## config.mk

```make
export PLATFORM = sky130hd
export DESIGN_NAME = cpu_axi_master
export DESIGN_NICKNAME = d
export VERILOG_FILES = /design/src/rtl/cpu_axi_master_pkg.sv /design/src/rtl/cpu_axi_master.sv
export SDC_FILE = /design/constraint.sdc
export NUM_CORES = 1
export LEC_CHECK = 0
export CAP_MARGIN = 20
export CELL_PAD_IN_SITES_DETAIL_PLACEMENT = 1
export CELL_PAD_IN_SITES_GLOBAL_PLACEMENT = 1
export CORE_MARGIN = 1
export CORE_UTILIZATION = 30
export CTS_CLUSTER_DIAMETER = 120
export DETAILED_ROUTE_END_ITERATION = 12
export GPL_TIMING_DRIVEN = 1
export PLACE_DENSITY = 0.95
export SLEW_MARGIN = 15
export SYNTH_ARGS = -nofsm -noshare
export SYNTH_HDL_FRONTEND = slang
export SYNTH_SLANG_ARGS = --single-unit
```

## constraint.sdc

```tcl
create_clock -name clk -period 2.98 [get_ports clk]
set_input_delay 0.745 -clock clk [delete_from_list [all_inputs] [get_ports clk]]
set_output_delay 0.745 -clock clk [all_outputs]
set_load 0.05 [all_outputs]
```

## src/rtl/cpu_axi_master_pkg.sv

```systemverilog
// Shared types and AXI constants for the CPU-to-AXI master bridge.
// Bus widths match the system AXI definition.
package axi_master_pkg;

  localparam int AXI_ID_BITS    = 4;
  localparam int AXI_ADDR_BITS  = 32;
  localparam int AXI_DATA_BITS  = 32;
  localparam int AXI_STRB_BITS  = 4;
  localparam int AXI_LEN_BITS   = 4;
  localparam int AXI_SIZE_BITS  = 3;
  localparam int AXI_BURST_BITS = 2;
  localparam int AXI_RESP_BITS  = 2;

  localparam logic [AXI_LEN_BITS-1:0]   LEN_SINGLE = '0;
  localparam logic [AXI_SIZE_BITS-1:0]  SIZE_WORD  = 3'b010;
  localparam logic [AXI_BURST_BITS-1:0] BURST_INCR = 2'b01;
  localparam logic [AXI_RESP_BITS-1:0]  RESP_OKAY  = 2'b00;

  typedef enum logic [2:0] {
    S_IDLE,
    S_RADDR,
    S_RDATA,
    S_WADDR,
    S_WRESP,
    S_DONE
  } master_state_e;

endpackage

```

## src/rtl/cpu_axi_master.sv

```systemverilog
// Single-outstanding AXI4 master: one stalled CPU request becomes
// one single-beat AXI read or write.
module cpu_axi_master
  import axi_master_pkg::*;
#(
  parameter logic [AXI_ID_BITS-1:0] MASTER_ID = '0
) (
  input  logic                      clk,
  input  logic                      rst,
  input  logic                      cpu_req,
  input  logic                      cpu_we,
  input  logic [31:0]               cpu_addr,
  input  logic [31:0]               cpu_wdata,
  input  logic [3:0]                cpu_web,
  output logic                      cpu_stall,
  output logic [31:0]               cpu_rdata,
  output logic                      cpu_err,
  output logic [AXI_ID_BITS-1:0]    awid,
  output logic [AXI_ADDR_BITS-1:0]  awaddr,
  output logic [AXI_LEN_BITS-1:0]   awlen,
  output logic [AXI_SIZE_BITS-1:0]  awsize,
  output logic [AXI_BURST_BITS-1:0] awburst,
  output logic                      awvalid,
  input  logic                      awready,
  output logic [AXI_DATA_BITS-1:0]  wdata,
  output logic [AXI_STRB_BITS-1:0]  wstrb,
  output logic                      wlast,
  output logic                      wvalid,
  input  logic                      wready,
  input  logic [AXI_ID_BITS-1:0]    bid,
  input  logic [AXI_RESP_BITS-1:0]  bresp,
  input  logic                      bvalid,
  output logic                      bready,
  output logic [AXI_ID_BITS-1:0]    arid,
  output logic [AXI_ADDR_BITS-1:0]  araddr,
  output logic [AXI_LEN_BITS-1:0]   arlen,
  output logic [AXI_SIZE_BITS-1:0]  arsize,
  output logic [AXI_BURST_BITS-1:0] arburst,
  output logic                      arvalid,
  input  logic                      arready,
  input  logic [AXI_ID_BITS-1:0]    rid,
  input  logic [AXI_DATA_BITS-1:0]  rdata,
  input  logic [AXI_RESP_BITS-1:0]  rresp,
  input  logic                      rlast,
  input  logic                      rvalid,
  output logic                      rready
);

  master_state_e state_q, state_d;

  logic [31:0] addr_q, addr_d;
  logic [31:0] wdata_q, wdata_d;
  logic [3:0]  web_q, web_d;
  logic        aw_ok_q, aw_ok_d;
  logic        w_ok_q, w_ok_d;
  logic [31:0] rdata_q, rdata_d;
  logic        err_q, err_d;

  logic        aw_done;
  logic        w_done;

  // IDs are not checked: only one transaction is ever in flight.
  logic        unused_ids;
  assign unused_ids = ^{bid, rid};

  // Handshake signals decode only from flops, never from slave inputs.
  assign arvalid = (state_q == S_RADDR);
  assign rready  = (state_q == S_RDATA);
  assign awvalid = (state_q == S_WADDR) && !aw_ok_q;
  assign wvalid  = (state_q == S_WADDR) && !w_ok_q;
  assign bready  = (state_q == S_WRESP);

  assign arid    = MASTER_ID;
  assign araddr  = addr_q;
  assign arlen   = LEN_SINGLE;
  assign arsize  = SIZE_WORD;
  assign arburst = BURST_INCR;

  assign awid    = MASTER_ID;
  assign awaddr  = addr_q;
  assign awlen   = LEN_SINGLE;
  assign awsize  = SIZE_WORD;
  assign awburst = BURST_INCR;

  assign wdata   = wdata_q;
  assign wstrb   = web_q;
  assign wlast   = 1'b1;

  assign cpu_rdata = rdata_q;
  assign cpu_err   = err_q;

  assign aw_done = aw_ok_q || (awvalid && awready);
  assign w_done  = w_ok_q || (wvalid && wready);

  // Next-state, request capture and CPU stall.
  always_comb begin
    state_d   = state_q;
    addr_d    = addr_q;
    wdata_d   = wdata_q;
    web_d     = web_q;
    aw_ok_d   = aw_ok_q;
    w_ok_d    = w_ok_q;
    rdata_d   = rdata_q;
    err_d     = err_q;
    cpu_stall = 1'b1;
    unique case (state_q)
      S_IDLE: begin
        cpu_stall = cpu_req;
        if (cpu_req) begin
          addr_d  = cpu_addr;
          wdata_d = cpu_wdata;
          web_d   = cpu_web;
          err_d   = 1'b0;
          aw_ok_d = 1'b0;
          w_ok_d  = 1'b0;
          state_d = cpu_we ? S_WADDR : S_RADDR;
        end
      end
      S_RADDR: begin
        if (arready) begin
          state_d = S_RDATA;
        end
      end
      S_RDATA: begin
        if (rvalid && rlast) begin
          rdata_d = rdata;
          err_d   = (rresp != RESP_OKAY);
          state_d = S_DONE;
        end
      end
      S_WADDR: begin
        aw_ok_d = aw_done;
        w_ok_d  = w_done;
        if (aw_done && w_done) begin
          aw_ok_d = 1'b0;
          w_ok_d  = 1'b0;
          state_d = S_WRESP;
        end
      end
      S_WRESP: begin
        if (bvalid) begin
          err_d   = (bresp != RESP_OKAY);
          state_d = S_DONE;
        end
      end
      S_DONE: begin
        cpu_stall = 1'b0;
        state_d   = S_IDLE;
      end
      default: begin
        state_d = S_IDLE;
      end
    endcase
  end

  // State register; reset aborts any transaction in flight.
  always_ff @(posedge clk or negedge rst) begin
    if (!rst) begin
      state_q <= S_IDLE;
    end else begin
      state_q <= state_d;
    end
  end

  // Request latch, write-channel done flags and CPU response.
  always_ff @(posedge clk or negedge rst) begin
    if (!rst) begin
      addr_q  <= '0;
      wdata_q <= '0;
      web_q   <= '0;
      aw_ok_q <= 1'b0;
      w_ok_q  <= 1'b0;
      rdata_q <= '0;
      err_q   <= 1'b0;
    end else begin
      addr_q  <= addr_d;
      wdata_q <= wdata_d;
      web_q   <= web_d;
      aw_ok_q <= aw_ok_d;
      w_ok_q  <= w_ok_d;
      rdata_q <= rdata_d;
      err_q   <= err_d;
    end
  end

endmodule

```

==> flow_summary.yaml <==
run_status:
  status: "finished clean"
cts:
  h-tree-depth: 3
  cts-root-buf: "clkbuf_16"
  clkLatencyLatePin_ns: 0.34
  cts_buffer_depth: 2
  path_clk_slew_ns: 0.07
  cts_setup_buffers: 0
  cts_resized: 0
  cts_made_buffers: 9
  cts_hold_buffers: 0
  cts_tree: "done"
  clock_sinks: 106
finish:
  synthToLayoutAreaGrowth_pct: 57.5
  num_antenna_cells: 0
  nNetsFinal: 660
  drive_gt1_share_pct: 22.5
  final_area_um2: 7250
worst_setup_path:
  cp.arrival_ns: 1.99
  worstSetupPathType: "reg -> out"
  cp.required_ns: 2.24
  cp_cell_sequence: "inv_1, and3_1, clkdlybuf4s50_1"
  r2r_end: "cpu_rdata[17]"
  reg2reg_slack_ns: 1.21
  cp_slowest_cell: "clkdlybuf4s50_1"
  rr_startpoint: "state_q[0]"
  start_kind: "register"
  cp_top_family: "buffers and inverters"
  max_stage_delay_ns: 0.82
  critPathCaptureType: "primary output"
  worst-path-buf-inv: 2
  ff2ff_path_depth: 3
  crit_path_max_fanout: 7
synthesis:
  synth_ff_type: "dfrtp_1"
  yosysWarnings: 0
  yosysSeqAreaShare_pct: 57.6
  netlist_instances: 318
  ys_ff_latch: 106
  async_flop_share_pct: 100
  syn-cell-area_um2: 4600
  synth.area.top_cells: "dfrtp_1 (58%), mux2_2 (23%), buf_4 (10%)"
  yosys-top-cells-count: "dfrtp_1 (106), mux2_2 (96), buf_4 (61), buf_6 (9), nor2_1 (7)"
  synth_most_common_cell: "dfrtp_1"
  syn_area_per_cell_um2: 14.5
  synth_top_area_share_pct: 57.6
  synth.largest_area_cell: "dfrtp_1"
  yosysUniqueCellTypes: 30
  synth_edf_count: 0
sta:
  finClkSkew_ns: 0.00644
  layout_worst_path_cycle_share_pct: 91.8
  hold_viol: 0
  slew_violations: 0
  slew_headroom_pct: 53.8
  max_freq_ghz: 0.365
  setup_viol: 0
  fin_tns_setup_ns: 0
  min_period_ns: 2.74
  rsz0062_at_grt: "no"
  worstMarginPinSlew_ns: 0.693
drt:
  viasPerCell: 4.43
  drt_first_iter_violations: 48
  ant_nets: 0
  wl_per_cell_um: 17.7
  drc_errors: 0
  drtPass1Iterations: 3
  vias: 3224
  drt_wl_total_um: 12900
floorplan:
  die_width_um: 126
  die-area_um2: 15800
  start_util_pct: 31.2
  die_h_um: 126
  num_rows: 44
  core-area_um2: 14800
  pin_count: 288
placed_design:
  place_hpwl_um: 10100
  port-buffer-count: 252
  place_area_um2: 6930
  place_congestion: 0.742
grt:
  grt_pass1_vias: 3585
  grt_max_degree: 71
  grt-ovfl-total: 0
  grt_pass1_wl_um: 20200
  track_usage_pct: 16.5
  grt_antenna_before_repair: 0
hold_path:
  hold_path.class: "in -> async"
run:
  maxCapViolations: 0
[worst register-to-register path: cells and delay by family (launching register included)]
family | cells | cell delay, ns
multiplexers | 1 | 0.41
AND/OR/NAND/NOR | 1 | 0.31
buffers and inverters | 1 | 0.42
flip-flops | 1 | 0.52
[metal layers]
layer	wire (um)	GRT usage [%]
met1	4500	16.8
met3	1180	5.56
met4	197	5.39
met2	7020	31.4
met5	0	0
[cells by family (layout without fill, tap and decap cells)]
group | after synthesis | in the layout | synth area share [%]
buffers and inverters | 75 | 275 | 12.6
other | 2 | 27 | 0.163
AND/OR/NAND/NOR | 22 | 22 | 3.07
flip-flops | 106 | 106 | 57.6
multiplexers | 101 | 101 | 24.7
AO/OA/AOI/OAI | 12 | 12 | 1.85
[layout by cell type, fill, tap and decap left out, types with 3 or more instances in the layout]
master	Yosys	final
clkdlybuf4s50_1	0	246
nor3_1	4	4
clkbuf_1	0	3
clkbuf_16	0	9
dfrtp_1	106	106
nor2_1	7	7
mux2_1	4	4
o21ai_0	3	3
inv_1	3	3
buf_4	61	5
conb_1	2	27
mux2_2	96	96
buf_12	0	3
[cell type report]
cell class	instances	area, um2
fill	1511	7510
sequential	106	2650
timing repair buffer	255	2570
multi-input combinational	162	1460
clock buffer	12	236
tap	184	230
clock inverter	4	76.3
inverter	4	15.0
[worst max-delay path by stage]
stage                          start        end  slack (ns)  cells after the start
after floorplan              cpu_req  cpu_stall        0.35                      2
after global placement       cpu_req  cpu_stall        0.38                      4
after detailed placement     cpu_req  cpu_stall        0.36                      4
after CTS                 state_q[0]     rready       0.001                      2
after global routing      state_q[0]    arvalid        0.16                      2
final                     state_q[2]    arvalid        0.24                      3
[state kept, by name, summed over array words and instances, names as in the netlist]
| register | flops |
|---|---|
| state_q | 3 |
| aw_ok_q | 1 |
| cpu_err | 1 |
| cpu_rdata | 32 |
| wdata | 32 |
| araddr | 32 |
| w_ok_q | 1 |
| wstrb | 4 |
[through the flow]
step | setup WS [ns] | std cells | hold slack [ns] | utilization [%]
floorplan | 0.355 | 343 | 0.449 | -
global placement | 0.384 | 711 | 0.473 | 47.0
detailed placement | 0.362 | 711 | 0.486 | 47.0
CTS | 0.00115 | 727 | 0.457 | 49.1
global route | 0.164 | 727 | 0.492 | 49.1
finish | 0.243 | 727 | 0.439 | 49.1
Power is left out: the tool's default activity adds up to more than one toggle a clock period on the data nets, which glitch-free logic cannot reach.
